==> src/rtl/lsu_rmw.sv <==
// ============================================================================
//  lsu_rmw : RV32I load/store unit for a single-port word memory without byte
//            enables. Sub-word stores are performed as read-modify-write.
//  Optional: `define LSU_MISALIGN_ERR_EN to report misaligned/illegal accesses.
//  Revision: 1.0
// ============================================================================
`default_nettype none

module lsu_rmw #(
  parameter int ADDR_WIDTH = 10
) (
  input  logic                  clk,
  input  logic                  rst,
  input  logic                  req_valid,
  output logic                  req_ready,
  input  logic                  req_we,
  input  logic [2:0]            req_funct3,
  input  logic [31:0]           req_addr,
  input  logic [31:0]           req_wdata,
  output logic                  resp_valid,
  output logic [31:0]           resp_rdata,
  output logic                  resp_err,
  output logic                  mem_we,
  output logic [ADDR_WIDTH-1:0] mem_addr,
  output logic [31:0]           mem_din,
  input  logic [31:0]           mem_dout
);

  typedef enum logic [1:0] {
    IDLE      = 2'd0,
    LOAD_RESP = 2'd1,
    RMW_WR    = 2'd2,
    ACK       = 2'd3
  } state_t;

  state_t                state_q, state_d;
  logic [ADDR_WIDTH-1:0] idx_q;
  logic [1:0]            off_q;
  logic [2:0]            f3_q;
  logic [15:0]           wdata_q;
  logic                  err_q;

  logic [ADDR_WIDTH-1:0] req_idx;
  logic                  req_illegal;
  logic                  req_err;
  logic [2:0]            f3_eff;
  logic [1:0]            off_eff;
  logic                  unused_addr_bits;

  assign req_idx          = req_addr[ADDR_WIDTH+1:2];
  assign unused_addr_bits = ^req_addr[31:ADDR_WIDTH+2];

  // Illegal codes collapse to a word access and offsets are aligned down to
  // the access size; when error reporting is enabled these requests never
  // reach the datapath, so the normalisation is harmless there.
  always_comb begin
    if (req_we)
      req_illegal = req_funct3[2] || (req_funct3 == 3'b011);
    else
      req_illegal = (req_funct3 == 3'b011) || (req_funct3 == 3'b110) ||
                    (req_funct3 == 3'b111);
    f3_eff = req_illegal ? 3'b010 : req_funct3;
    case (f3_eff[1:0])
      2'b00:   off_eff = req_addr[1:0];
      2'b01:   off_eff = {req_addr[1], 1'b0};
      default: off_eff = 2'b00;
    endcase
  end

`ifdef LSU_MISALIGN_ERR_EN
  logic req_misalign;
  assign req_misalign = ((req_funct3[1:0] == 2'b01) && req_addr[0]) ||
                        ((req_funct3[1:0] == 2'b10) && (req_addr[1:0] != 2'b00));
  assign req_err      = req_illegal || req_misalign;
`else
  assign req_err      = 1'b0;
`endif

  logic [7:0]  byte_sel;
  logic [15:0] half_sel;
  logic [31:0] load_ext;
  logic [31:0] merged;

  always_comb begin
    byte_sel = mem_dout[{off_q, 3'b000} +: 8];
    half_sel = off_q[1] ? mem_dout[31:16] : mem_dout[15:0];
    case (f3_q[1:0])
      2'b00:   load_ext = {{24{~f3_q[2] & byte_sel[7]}}, byte_sel};
      2'b01:   load_ext = {{16{~f3_q[2] & half_sel[15]}}, half_sel};
      default: load_ext = mem_dout;
    endcase
    merged = mem_dout;
    if (f3_q[1:0] == 2'b00)
      merged[{off_q, 3'b000} +: 8] = wdata_q[7:0];
    else
      merged[{off_q[1], 4'b0000} +: 16] = wdata_q;
  end

  always_comb begin
    state_d    = state_q;
    req_ready  = (state_q == IDLE);
    resp_valid = 1'b0;
    resp_rdata = 32'd0;
    resp_err   = 1'b0;
    mem_we     = 1'b0;
    mem_addr   = idx_q;
    mem_din    = merged;
    case (state_q)
      IDLE: begin
        mem_addr = req_idx;
        mem_din  = req_wdata;
        if (req_valid) begin
          if (req_err) begin
            state_d = ACK;
          end else if (req_we) begin
            if (f3_eff[1:0] == 2'b10) begin
              mem_we  = 1'b1;
              state_d = ACK;
            end else begin
              state_d = RMW_WR;
            end
          end else begin
            state_d = LOAD_RESP;
          end
        end
      end
      LOAD_RESP: begin
        resp_valid = 1'b1;
        resp_rdata = load_ext;
        state_d    = IDLE;
      end
      RMW_WR: begin
        mem_we  = 1'b1;
        state_d = ACK;
      end
      ACK: begin
        resp_valid = 1'b1;
        resp_err   = err_q;
        state_d    = IDLE;
      end
      default: state_d = IDLE;
    endcase
  end

  always_ff @(posedge clk or posedge rst) begin
    if (rst) begin
      state_q <= IDLE;
      idx_q   <= '0;
      off_q   <= 2'b00;
      f3_q    <= 3'b000;
      wdata_q <= 16'd0;
      err_q   <= 1'b0;
    end else begin
      state_q <= state_d;
      if (req_valid && req_ready) begin
        idx_q   <= req_idx;
        off_q   <= off_eff;
        f3_q    <= f3_eff;
        wdata_q <= req_wdata[15:0];
        err_q   <= req_err;
      end
    end
  end

endmodule

`default_nettype wire

==> config.mk <==
export PLATFORM = sky130hd
export DESIGN_NAME = lsu_rmw
export DESIGN_NICKNAME = d
export VERILOG_FILES = /design/src/rtl/lsu_rmw.sv
export SDC_FILE = /design/constraint.sdc
export NUM_CORES = 1
export LEC_CHECK = 0
export ABC_CLOCK_PERIOD_IN_PS = 2200
export CAP_MARGIN = 20
export CORE_MARGIN = 1.5
export CORE_UTILIZATION = 40
export CTS_CLUSTER_SIZE = 8
export DETAILED_ROUTE_END_ITERATION = 8
export DONT_BUFFER_PORTS = 1
export GPL_ROUTABILITY_DRIVEN = 0
export PLACE_DENSITY = 0.57
export RECOVER_POWER = 25
export SLEW_MARGIN = 0
export SYNTH_ARGS = -nofsm -noshare
export SYNTH_HDL_FRONTEND = slang
export SYNTH_SLANG_ARGS = --single-unit
export TNS_END_PERCENT = 1
==> constraint.sdc <==
create_clock -name clk -period 2.2 [get_ports clk]
set_input_delay 0.44 -clock clk [delete_from_list [all_inputs] [get_ports clk]]
set_output_delay 0.44 -clock clk [all_outputs]
set_load 0.02 [all_outputs]
==> implementation parameters, run 1 <==
Parameter                              Value

Floorplan
  Standard-cell rows ... 32
  Core region area ... 0.00777 mm2
  Die Outline Area ... 0.00858 mm2
  Number of placed I/O pins ... 181
  Initial core utilization ... 41.3%
  Chip Width ... 92.6 um
  Die outline height ... 92.6 um

Outcome
  Failing checks ... setup timing
  Run status ... finished with violations

Yosys
  Mean instance size in the synthesized netlist ... 8.11 um2
  Synthesized net count ... 504
  List of most frequent post-synthesis cells ... nand2_1 (87), mux2_2 (64), o21ai_0 (40)
  Cells after synthesis ... 396
  Post-synthesis cell area ... 0.00321 mm2
  Register area share after synthesis ... 25.7%
  Top post-synthesis cells by area ... dfrtp_1 (26%), mux2_2 (22%), nand2_1 (10%), o21ai_0 (6.2%), a221oi_1 (6.0%)
  Synthesis-stage register bit count ... 33
  FFs w/ async S/R, synth ... 100%
  Cell with the most instances after synthesis ... nand2_1
  Cell accounting for the most synthesized area ... dfrtp_1
  Number of library cell types mapped by synthesis ... 44
  Primary FF master, synth ... dfrtp_1
  Post-synth EDFFs ... 0
  Number of warnings printed during yosys synthesis ... 0
  Share of the synthesized area in the top cell type ... 25.7%

Critical path
  Delay contributed by the slowest stage of the critical path ... 0.44 ns
  Crit path top cell by count ... buf_6
  Startpoint of the most critical register-to-register path ... state_q[1]
  Worst path slowest cell ... dfrtp_2
  Number of buffer and inverter instances along the worst setup path ... 2
  Crit path kind ... reg -> out
  Biggest fanout along the worst timing path ... 8
  Worst path top cell family by delay ... buffers and inverters
  Required time worst endpoint ... 1.76 ns
  Cells along the critical path ... buf_6 > mux2_4 > a22oi_2 > a2111o_1 > buf_6 > nand2_8
  Arrival @ worst endpoint ... 2.04 ns
  Critical register-to-register path endpoint ... off_q[0]
  R2R depth ... 6
  Worst-case register-to-register setup slack ... 0.23 ns
  Crit. End Element ... output port
  Critical path startpoint category ... flip-flop

Layout
  Number of nets in the layout ... 549
  Post-route cell area ... 0.00439 mm2
  Multi-input gate area ... 0.00270 mm2
  Area delta synth->final ... 36.7%
  Fraction of layout cells with a size suffix above 1 ... 47.8%
  Area taken by flip-flops and latches ... 831 um2
  Fillers ... 708

Timing
  Setup-violating endpoint count in the final report ... 63
  Achievable Freq ... 403 MHz
  Hold Vio Cnt, Final ... 0
  Setup slack of the critical path after layout ... -0.279 ns
  Final clock period utilization by the worst path ... 113%
  Number of pins exceeding their max-slew limit in the final report ... 0
  Normalized max-slew margin ... 42.3%
  Period minus WS final ... 2.48 ns
  Worst-case clock skew ... 0.00707 ns
  Setup repair after global routing missed its margin ... true
  Setup Total Neg Slack ... -12.86 ns
  Slew at the pin with the worst max-slew slack ... 0.866 ns

Min path
  Worst Hold Class ... in -> reg
  Worst Hold Path Cells ... 1
  Worst hold start ... req_we
  Hold-critical path endpoint ... f3_q[2]

Global route
  Number of antenna violations at the first check in global routing ... 1
  All-Layer GR Usage ... 28.4%
  Number of global-route vias before repair ... 3318
  Global-route wire length before repair ... 18.5 mm
  Pin count of the biggest net entering global routing ... 34
  GRT Residual Overflow ... 0

Power and ir drop
  Total power density per cell area ... 1670 mW/mm2
  Fraction of power spent switching nets ... 53.4%
  Static leakage ... 1.80 nW
  Internal power consumption ... 3.41 mW
  Power share of the clock group ... 6.4%
  Sw Pwr ... 3.91 mW
  Register share of total power ... 18.1%
  Highest ir drop seen on vdd ... 0.806 mV
  Combinational cell fraction of total power ... 75.5%

Detailed routing
  DR pass1 iterations ... 5
  Detailed Route WL ... 12.5 mm
  Residual DRC ... 0
  1st-iter DRT viols ... 207
  Total number of vias ... 3468
  Routed length per instance ... 23.0 um
  Antenna Violating Nets Remaining ... 0
  Routed vias/inst ... 6.38

CTS
  Clock latency reported for the late side of the worst-skew pair ... 0.28 ns
  Number of buffers created by CTS ... 5
  Total number of H-tree levels ... 2
  Hold buffer count at cts ... 0
  Number of buffers on the longest clock path ... 2
  TritonCTS clock tree ... done
  Clock Pin Slew Worst Setup and Hold Paths ... 0.06 ns
  CTS Sinks ... 33
  Clock tree root buffer cell ... clkbuf_8

Flow run
  Maximum capacitance violations ... 0

Place
  Number of buffers added on ports ... 0
  Placed cell areas ... 0.00372 mm2
  Half-perimeter wire length of the detailed placement result ... 9.13 mm
power groups by stage:
| stage | clock network (mW) | registers (mW) | logic [mW] |
|---|---|---|---|
| floorplan | 0 | 1.09 | 3.65 |
| global placement | 0 | 1.25 | 4.85 |
| detailed placement | 0 | 1.27 | 4.89 |
| CTS | 0.476 | 1.29 | 5.28 |
| global route | 0.499 | 1.36 | 5.89 |
| finish | 0.470 | 1.33 | 5.53 |
stage by stage:
step                      power [mW]  instances  setup WS, ns  utilization [%]  hold WS (ns)
after floorplan                 4.75        396      -0.00400                -         0.459
after global placement          6.09        526       -0.0624             47.9         0.453
after detailed placement        6.16        526       -0.0977             47.9         0.455
after CTS                       7.05        541        -0.227             54.4         0.151
after global routing            7.75        544        -0.347             56.5         0.249
final                           7.33        544        -0.279             56.5         0.250
repair_timing:
| item | 4_1_cts | 5_1_grt |
|---|---|---|
| pin swaps | 17 | 11 |
| endpoints found under the setup margin | 63 | 64 |
| setup buffers | 7 | 4 |
| resized for setup | 79 | 30 |
| cloned | 1 | 0 |
cells by family (layout without fill, tap and decap cells):
kind of cell | Yosys count | count (layout) | share of synthesized area (%)
AOI/OAI and AO/OA | 117 | 117 | 25.1
adders and majority gates | 5 | 5 | 1.95
buffers and inverters | 44 | 89 | 5.88
DFF | 33 | 33 | 25.7
muxes | 65 | 65 | 22.8
other | 1 | 2 | 0.117
and+or+nand+nor | 131 | 131 | 18.5
placed cells by master, fill, tap and decap left out, types with 2 or more instances in the layout:
cell,count
nor2_2,3
clkinv_2,2
nand2_8,16
o21ai_2,8
a21oi_2,2
a21oi_1,17
a31oi_1,2
buf_12,2
a221o_1,9
buf_6,10
a221oi_2,15
ha_1,2
mux2_2,61
and3_1,2
mux2_4,3
a22o_1,2
o21ai_0,24
clkinv_4,2
clkbuf_8,6
ha_4,3
o22ai_1,6
nand2_1,72
o21ai_1,8
dfrtp_1,29
or2_2,2
buf_4,58
a222oi_1,7
inv_1,6
nor2_1,16
and2_1,8
a221oi_1,7
dfrtp_2,4
state kept, by name, indices dropped and copies added, names as in the netlist:
| name | cells |
|---|---|
| idx_q | 10 |
| f3_q | 3 |
| off_q | 2 |
| wdata_q | 16 |
| state_q | 2 |
worst max-delay path by stage:
stage	from	end	slack, ns	cells past startpoint
6_report	off_q[1]	resp_rdata[29]	-0.28	6
4_1_cts	off_q[1]	mem_din[31]	-0.23	9
3_5_place_dp	off_q[1]	mem_din[19]	-0.1	6
3_3_place_gp	off_q[1]	mem_din[19]	-0.06	6
2_1_floorplan	off_q[1]	mem_din[18]	-0.004	8
5_1_grt	off_q[1]	resp_rdata[29]	-0.35	6
cell type report:
class / instances / share of cell area, %
well taps: 102 / 2.91
multi-input cells: 319 / 61.4
flip-flops and latches: 33 / 18.9
diodes: 1 / 0.0570
inverters: 11 / 1.23
repair buffers: 71 / 13.5
clock buffers: 7 / 1.97
routing by layer:
layer	track usage (%)	vias to the layer above	routed length, um
li1	-	1557	-
met1	36.5	1689	5080
met2	46.4	198	5840
met3	6.73	24	1270
met4	9.36	0	307
met5	0	-	0
Power figures use the tool's default switching activity.
==> run 2: changes to the inputs <==
PLACE_DENSITY = 0.58   (was 0.57)
SETUP_SLACK_MARGIN = 0.5   (was not set)
==> implementation parameters, run 2 (same netlist as run 1, synthesis figures left out) <==
Parameter                              Value

Outcome
  Run status ... finished with violations
  Failing checks ... setup timing

CTS
  Clock latency reported for the late side of the worst-skew pair ... 0.28 ns
  CTS Sinks ... 33
  Number of buffers created by CTS ... 5
  Total number of H-tree levels ... 2
  TritonCTS clock tree ... done
  Number of buffers on the longest clock path ... 2
  Hold buffer count at cts ... 0
  Clock Pin Slew Worst Setup and Hold Paths ... 0.07 ns
  Clock tree root buffer cell ... clkbuf_8

Critical path
  Critical path startpoint category ... flip-flop
  Required time worst endpoint ... 1.76 ns
  Startpoint of the most critical register-to-register path ... state_q[1]
  Crit path kind ... reg -> out
  Arrival @ worst endpoint ... 2.03 ns
  Critical register-to-register path endpoint ... idx_q[8]
  R2R depth ... 6
  Crit. End Element ... output port
  Biggest fanout along the worst timing path ... 8
  Worst-case register-to-register setup slack ... 0.16 ns

Timing
  Setup-violating endpoint count in the final report ... 64
  Setup slack of the critical path after layout ... -0.272 ns
  Setup repair after global routing missed its margin ... true
  Final clock period utilization by the worst path ... 112%
  Final hold slack ... 0.244 ns
  Period minus WS final ... 2.47 ns
  Worst-case clock skew ... 0.00428 ns
  Achievable Freq ... 405 MHz
  Normalized max-slew margin ... 42.9%
  Hold Vio Cnt, Final ... 0
  Slew at the pin with the worst max-slew slack ... 0.856 ns
  Number of pins exceeding their max-slew limit in the final report ... 0

Floorplan
  Core region area ... 0.00777 mm2
  Number of placed I/O pins ... 181
  Chip Width ... 92.6 um
  Standard-cell rows ... 32
  Initial core utilization ... 41.3%
  Die Outline Area ... 0.00858 mm2
  Die outline height ... 92.6 um

Min path
  Worst hold start ... req_we
  Worst Hold Path Cells ... 1
  Worst Hold Class ... in -> reg
  Hold-critical path endpoint ... f3_q[2]

Detailed routing
  1st-iter DRT viols ... 265
  Detailed Route WL ... 12.3 mm
  Residual DRC ... 0
  Antenna Violating Nets Remaining ... 0
  DR pass1 iterations ... 5
  Routed vias/inst ... 6.40
  Total number of vias ... 3409
  Routed length per instance ... 23.1 um

Global route
  All-Layer GR Usage ... 28.4%
  Global-route wire length before repair ... 18.7 mm
  GRT Residual Overflow ... 0
  Number of global-route vias before repair ... 3360
  Pin count of the biggest net entering global routing ... 38
  Number of antenna violations at the first check in global routing ... 0

Layout
  Area delta synth->final ... 29.2%
  Number of diodes ... 0
  Fraction of layout cells with a size suffix above 1 ... 45.7%
  Number of nets in the layout ... 538
  Commonest cells after routing, fill and taps aside ... nand2_1 (77), mux2_2 (63), buf_4 (43), dfrtp_1 (30), o21ai_0 (24)
  Most common cell after layout, fill and taps aside ... nand2_1
  Reg with most FFs ... wdata_q
  Top flop regs ... wdata_q (16), idx_q (10), f3_q (3)
  Max FFs per register ... 16

Power and ir drop
  Register share of total power ... 18.8%
  Total design power ... 7.03 mW
  Internal power consumption ... 3.19 mW
  Fraction of power spent switching nets ... 54.6%
  Total power density per cell area ... 1690 mW/mm2
  Highest ir drop seen on vdd ... 0.917 mV
  Sw Pwr ... 3.84 mW
  Static leakage ... 1.72 nW
  Combinational cell fraction of total power ... 74.8%
  Power share of the clock group ... 6.4%

Flow run
  Maximum capacitance violations ... 0

Place
  Number of buffers added on ports ... 0
  Half-perimeter wire length of the detailed placement result ... 9.09 mm
run 2: changes by cell type in the layout (fill, tap and decap cells not counted), moves of 2 or more:
| cell | change |
|---|---|
| clkinv_2 | +2 |
| buf_4 | -15 |
| nand2_8 | -16 |
| a221oi_2 | -5 |
| nand2_4 | +10 |
| a21oi_2 | +9 |
| nand2_1 | +5 |
| clkinv_4 | -2 |
| mux2_4 | -2 |
| a21oi_1 | -9 |
| mux2_2 | +2 |
| a221oi_1 | +5 |
run 2: worst max-delay path, stage by stage, from the launching register on:
cell and delay, ns:
dfrtp_1 0.40, buf_4 0.16, mux2_4 0.21, nand3_2 0.09, a2111o_1 0.49, buf_6 0.16
buf_16 0.15, nand2_4 0.09
run 2: worst max path at each step:
stage / startpoint / end / slack (ns)
floorplan: off_q[1] / mem_din[10] / 0.04
global placement: off_q[1] / mem_din[18] / 0.02
detailed placement: off_q[1] / mem_din[19] / -0.03
CTS: off_q[1] / mem_din[4] / -0.25
global route: off_q[1] / mem_din[19] / -0.38
finish: off_q[1] / resp_rdata[23] / -0.27
run 2: timing repair:
| item | 4_1_cts | 5_1_grt |
|---|---|---|
| endpoints found under the setup margin | 106 | 106 |
| buffers inserted | 2 | 0 |
| pin swaps | 16 | 15 |
| gates resized for setup | 40 | 17 |
| gates cloned | 1 | 0 |
run 2: per-stage QoR:
stage	worst slack, ns	cell area, um2	instances	util [%]	setup TNS [ns]
floorplan	0.0369	3340	396	-	0
global placement	0.0167	3780	522	48.7	0
detailed placement	-0.0263	3780	522	48.7	-0.0449
CTS	-0.254	4090	533	52.7	-12.62
global route	-0.377	4150	533	53.4	-18.48
finish	-0.272	4150	533	53.4	-11.78
run 2: power by group through the flow:
stage               clock network [mW]  registers (mW)  logic, mW
finish                           0.451            1.32       5.26
global route                     0.481            1.35       5.60
CTS                              0.464            1.30       5.17
detailed placement                   0            1.29       4.93
global placement                     0            1.27       4.86
floorplan                            0            1.09       3.73
run 2: layout make-up:
type,instances,area [um2]
clock buffer,6,72.6
clock inverter,2,10.0
fill,736,3620
inverter,11,51.3
multi-input combinational,319,2500
sequential,33,830
tap,102,128
timing repair buffer,60,554
run 2: routing by layer:
metal	vias to the layer above	share of wire [%]	wire, um	track usage, %
met4	0	3.0	363	10.0
met3	27	9.1	1120	5.58
met1	1651	41	5050	36.2
met5	-	0	0	0
met2	196	47	5750	47.6
li1	1535	-	-	-
==> run 3: changes to the inputs <==
ABC_CLOCK_PERIOD_IN_PS = 2600   (was 2200)
PLACE_DENSITY = 0.56   (was 0.58)
clock period = 2.6 ns   (was 2.2 ns; I/O delays follow)
==> implementation parameters, run 3 (same netlist as run 1, synthesis figures left out) <==
Parameter                              Value

Outcome
  Run status ... completed

Flow run
  Maximum capacitance violations ... 0

Place
  Placed cell areas ... 0.00364 mm2
  Half-perimeter wire length of the detailed placement result ... 8.94 mm
  Number of placed cells counting well taps ... 508
  Number of buffers added on ports ... 0

Layout
  Reg with most FFs ... wdata_q
  Number of diodes ... 0
  Area delta synth->final ... 27.3%
  Commonest cells after routing, fill and taps aside ... nand2_1 (78), mux2_2 (61), buf_4 (48), dfrtp_1 (29), o21ai_0 (24)
  Top flop regs ... wdata_q (16), idx_q (10), f3_q (3)
  Most common cell after layout, fill and taps aside ... nand2_1
  Final standard cell utilization of the core ... 52.7%
  Multi-input gate area ... 0.00247 mm2
  Number of nets in the layout ... 536
  Post-Layout Cell Count ... 531
  Fillers ... 763
  Post-route cell area ... 0.00409 mm2
  Area taken by flip-flops and latches ... 831 um2
  Max FFs per register ... 16
  Fraction of layout cells with a size suffix above 1 ... 44.3%

Power and ir drop
  Highest ir drop seen on vdd ... 0.719 mV
  Total power density per cell area ... 1490 mW/mm2
  Static leakage ... 1.70 nW
  Total design power ... 6.11 mW

Global route
  GRT Residual Overflow ... 0
  Pin count of the biggest net entering global routing ... 33
  Number of antenna violations at the first check in global routing ... 0
  All-Layer GR Usage ... 27.1%
  Global-route wire length before repair ... 17.8 mm
  Number of global-route vias before repair ... 3215

Timing
  Achievable Freq ... 387 MHz
  Worst-case clock skew ... 0.00889 ns
  Final hold slack ... 0.249 ns
  Setup-violating endpoint count in the final report ... 0
  Period minus WS final ... 2.58 ns
  Number of pins exceeding their max-slew limit in the final report ... 0
  Hold Vio Cnt, Final ... 0
  Setup repair after global routing missed its margin ... true
  Final clock period utilization by the worst path ... 99.3%
  Slew at the pin with the worst max-slew slack ... 0.763 ns
  Normalized max-slew margin ... 49.1%

Critical path
  Crit path kind ... reg -> out
  Worst-case register-to-register setup slack ... 0.65 ns
  Biggest fanout along the worst timing path ... 16
  Required time worst endpoint ... 2.08 ns
  R2R depth ... 5
  Critical path origin ... off_q[1]
  Arrival @ worst endpoint ... 2.06 ns
  Capture point of the worst path ... resp_rdata[30]
  Critical path startpoint category ... flip-flop
  Crit. End Element ... output port
  Startpoint of the most critical register-to-register path ... state_q[1]
  Critical register-to-register path endpoint ... wdata_q[11]

Floorplan
  Initial core utilization ... 41.3%
  Chip Width ... 92.6 um
  Standard-cell rows ... 32
  Core region area ... 0.00777 mm2
  Number of placed I/O pins ... 181
  Die outline height ... 92.6 um
  Die Outline Area ... 0.00858 mm2

Detailed routing
  Antenna Violating Nets Remaining ... 0
  1st-iter DRT viols ... 280
  Total number of vias ... 3435
  DR pass1 iterations ... 5
  Routed length per instance ... 22.6 um
  Residual DRC ... 0
  Routed vias/inst ... 6.47
  Detailed Route WL ... 12.0 mm

CTS
  Clock Pin Slew Worst Setup and Hold Paths ... 0.07 ns
  Number of buffers created by CTS ... 5
  Clock latency reported for the late side of the worst-skew pair ... 0.28 ns
  CTS Sinks ... 33
  TritonCTS clock tree ... done
  Number of buffers on the longest clock path ... 2
  Clock tree root buffer cell ... clkbuf_8
  Total number of H-tree levels ... 2
  Hold buffer count at cts ... 0

Min path
  Worst Hold Class ... in -> async
## run 3: changes by cell type in the layout (fill, tap and decap cells not counted), sizes merged
cell      change
buf           -3
bufinv        +2
clkinv        -2
clkinvlp      +1
## run 3: through the flow
| stage | setup slack [ns] | TNS [ns] |
|---|---|---|
| final | 0.0178 | 0 |
| after global routing | -0.0622 | -0.632 |
| after CTS | 0.0508 | 0 |
| after detailed placement | 0.0203 | 0 |
| after global placement | 0.0408 | 0 |
| after floorplan | 0.357 | 0 |
## run 3: area by class of cell
| type | count | area share, % |
|---|---|---|
| multi-input cells | 319 | 60.4 |
| flip-flops and latches | 33 | 20.3 |
| repair buffers | 58 | 11.7 |
| well taps | 102 | 3.12 |
| clock buffers | 5 | 1.68 |
| clock inverters | 3 | 1.59 |
| inverters | 11 | 1.25 |
## run 3: critical path, cell delays in order (launching register included)
cell and delay, ns:
dfrtp_2 0.49, mux2_2 0.28, nand3_2 0.12, a2111o_2 0.52, buf_12 0.17, nand2_1 0.07
buf_4 0.13
## run 3: layer usage
layer	share of wire [%]	global-route usage, %	wire, um	vias to the layer above
met5	0	0	0	-
met2	45	42.6	5410	231
met3	11	7.14	1350	30
li1	-	-	-	1534
met1	41	36.0	4880	1640
met4	3.1	8.97	368	0
## run 3: repair_timing
action | in CTS | in global routing
setup buffers | 10 | 5
pin swaps | 6 | 27
resized for setup | 15 | 33
endpoints found under the setup margin | 75 | 75
## run 3: worst min-delay path by stage
stage,startpoint,to,slack [ns],cells after the start
finish,rst,wdata_q[10],0.25,1
global placement,idx_q[2],idx_q[2],0.49,1
CTS,rst,wdata_q[10],0.28,1
global route,rst,wdata_q[10],0.30,1
detailed placement,idx_q[0],idx_q[0],0.49,1
floorplan,f3_q[2],f3_q[2],0.46,2
## run 3: report_power, final
group	internal, mW	total (mW)	switching [mW]
clock	0.381	0.580	0.199
combinational	1.70	4.38	2.68
sequential	0.764	1.15	0.388
total	2.84	6.11	3.26
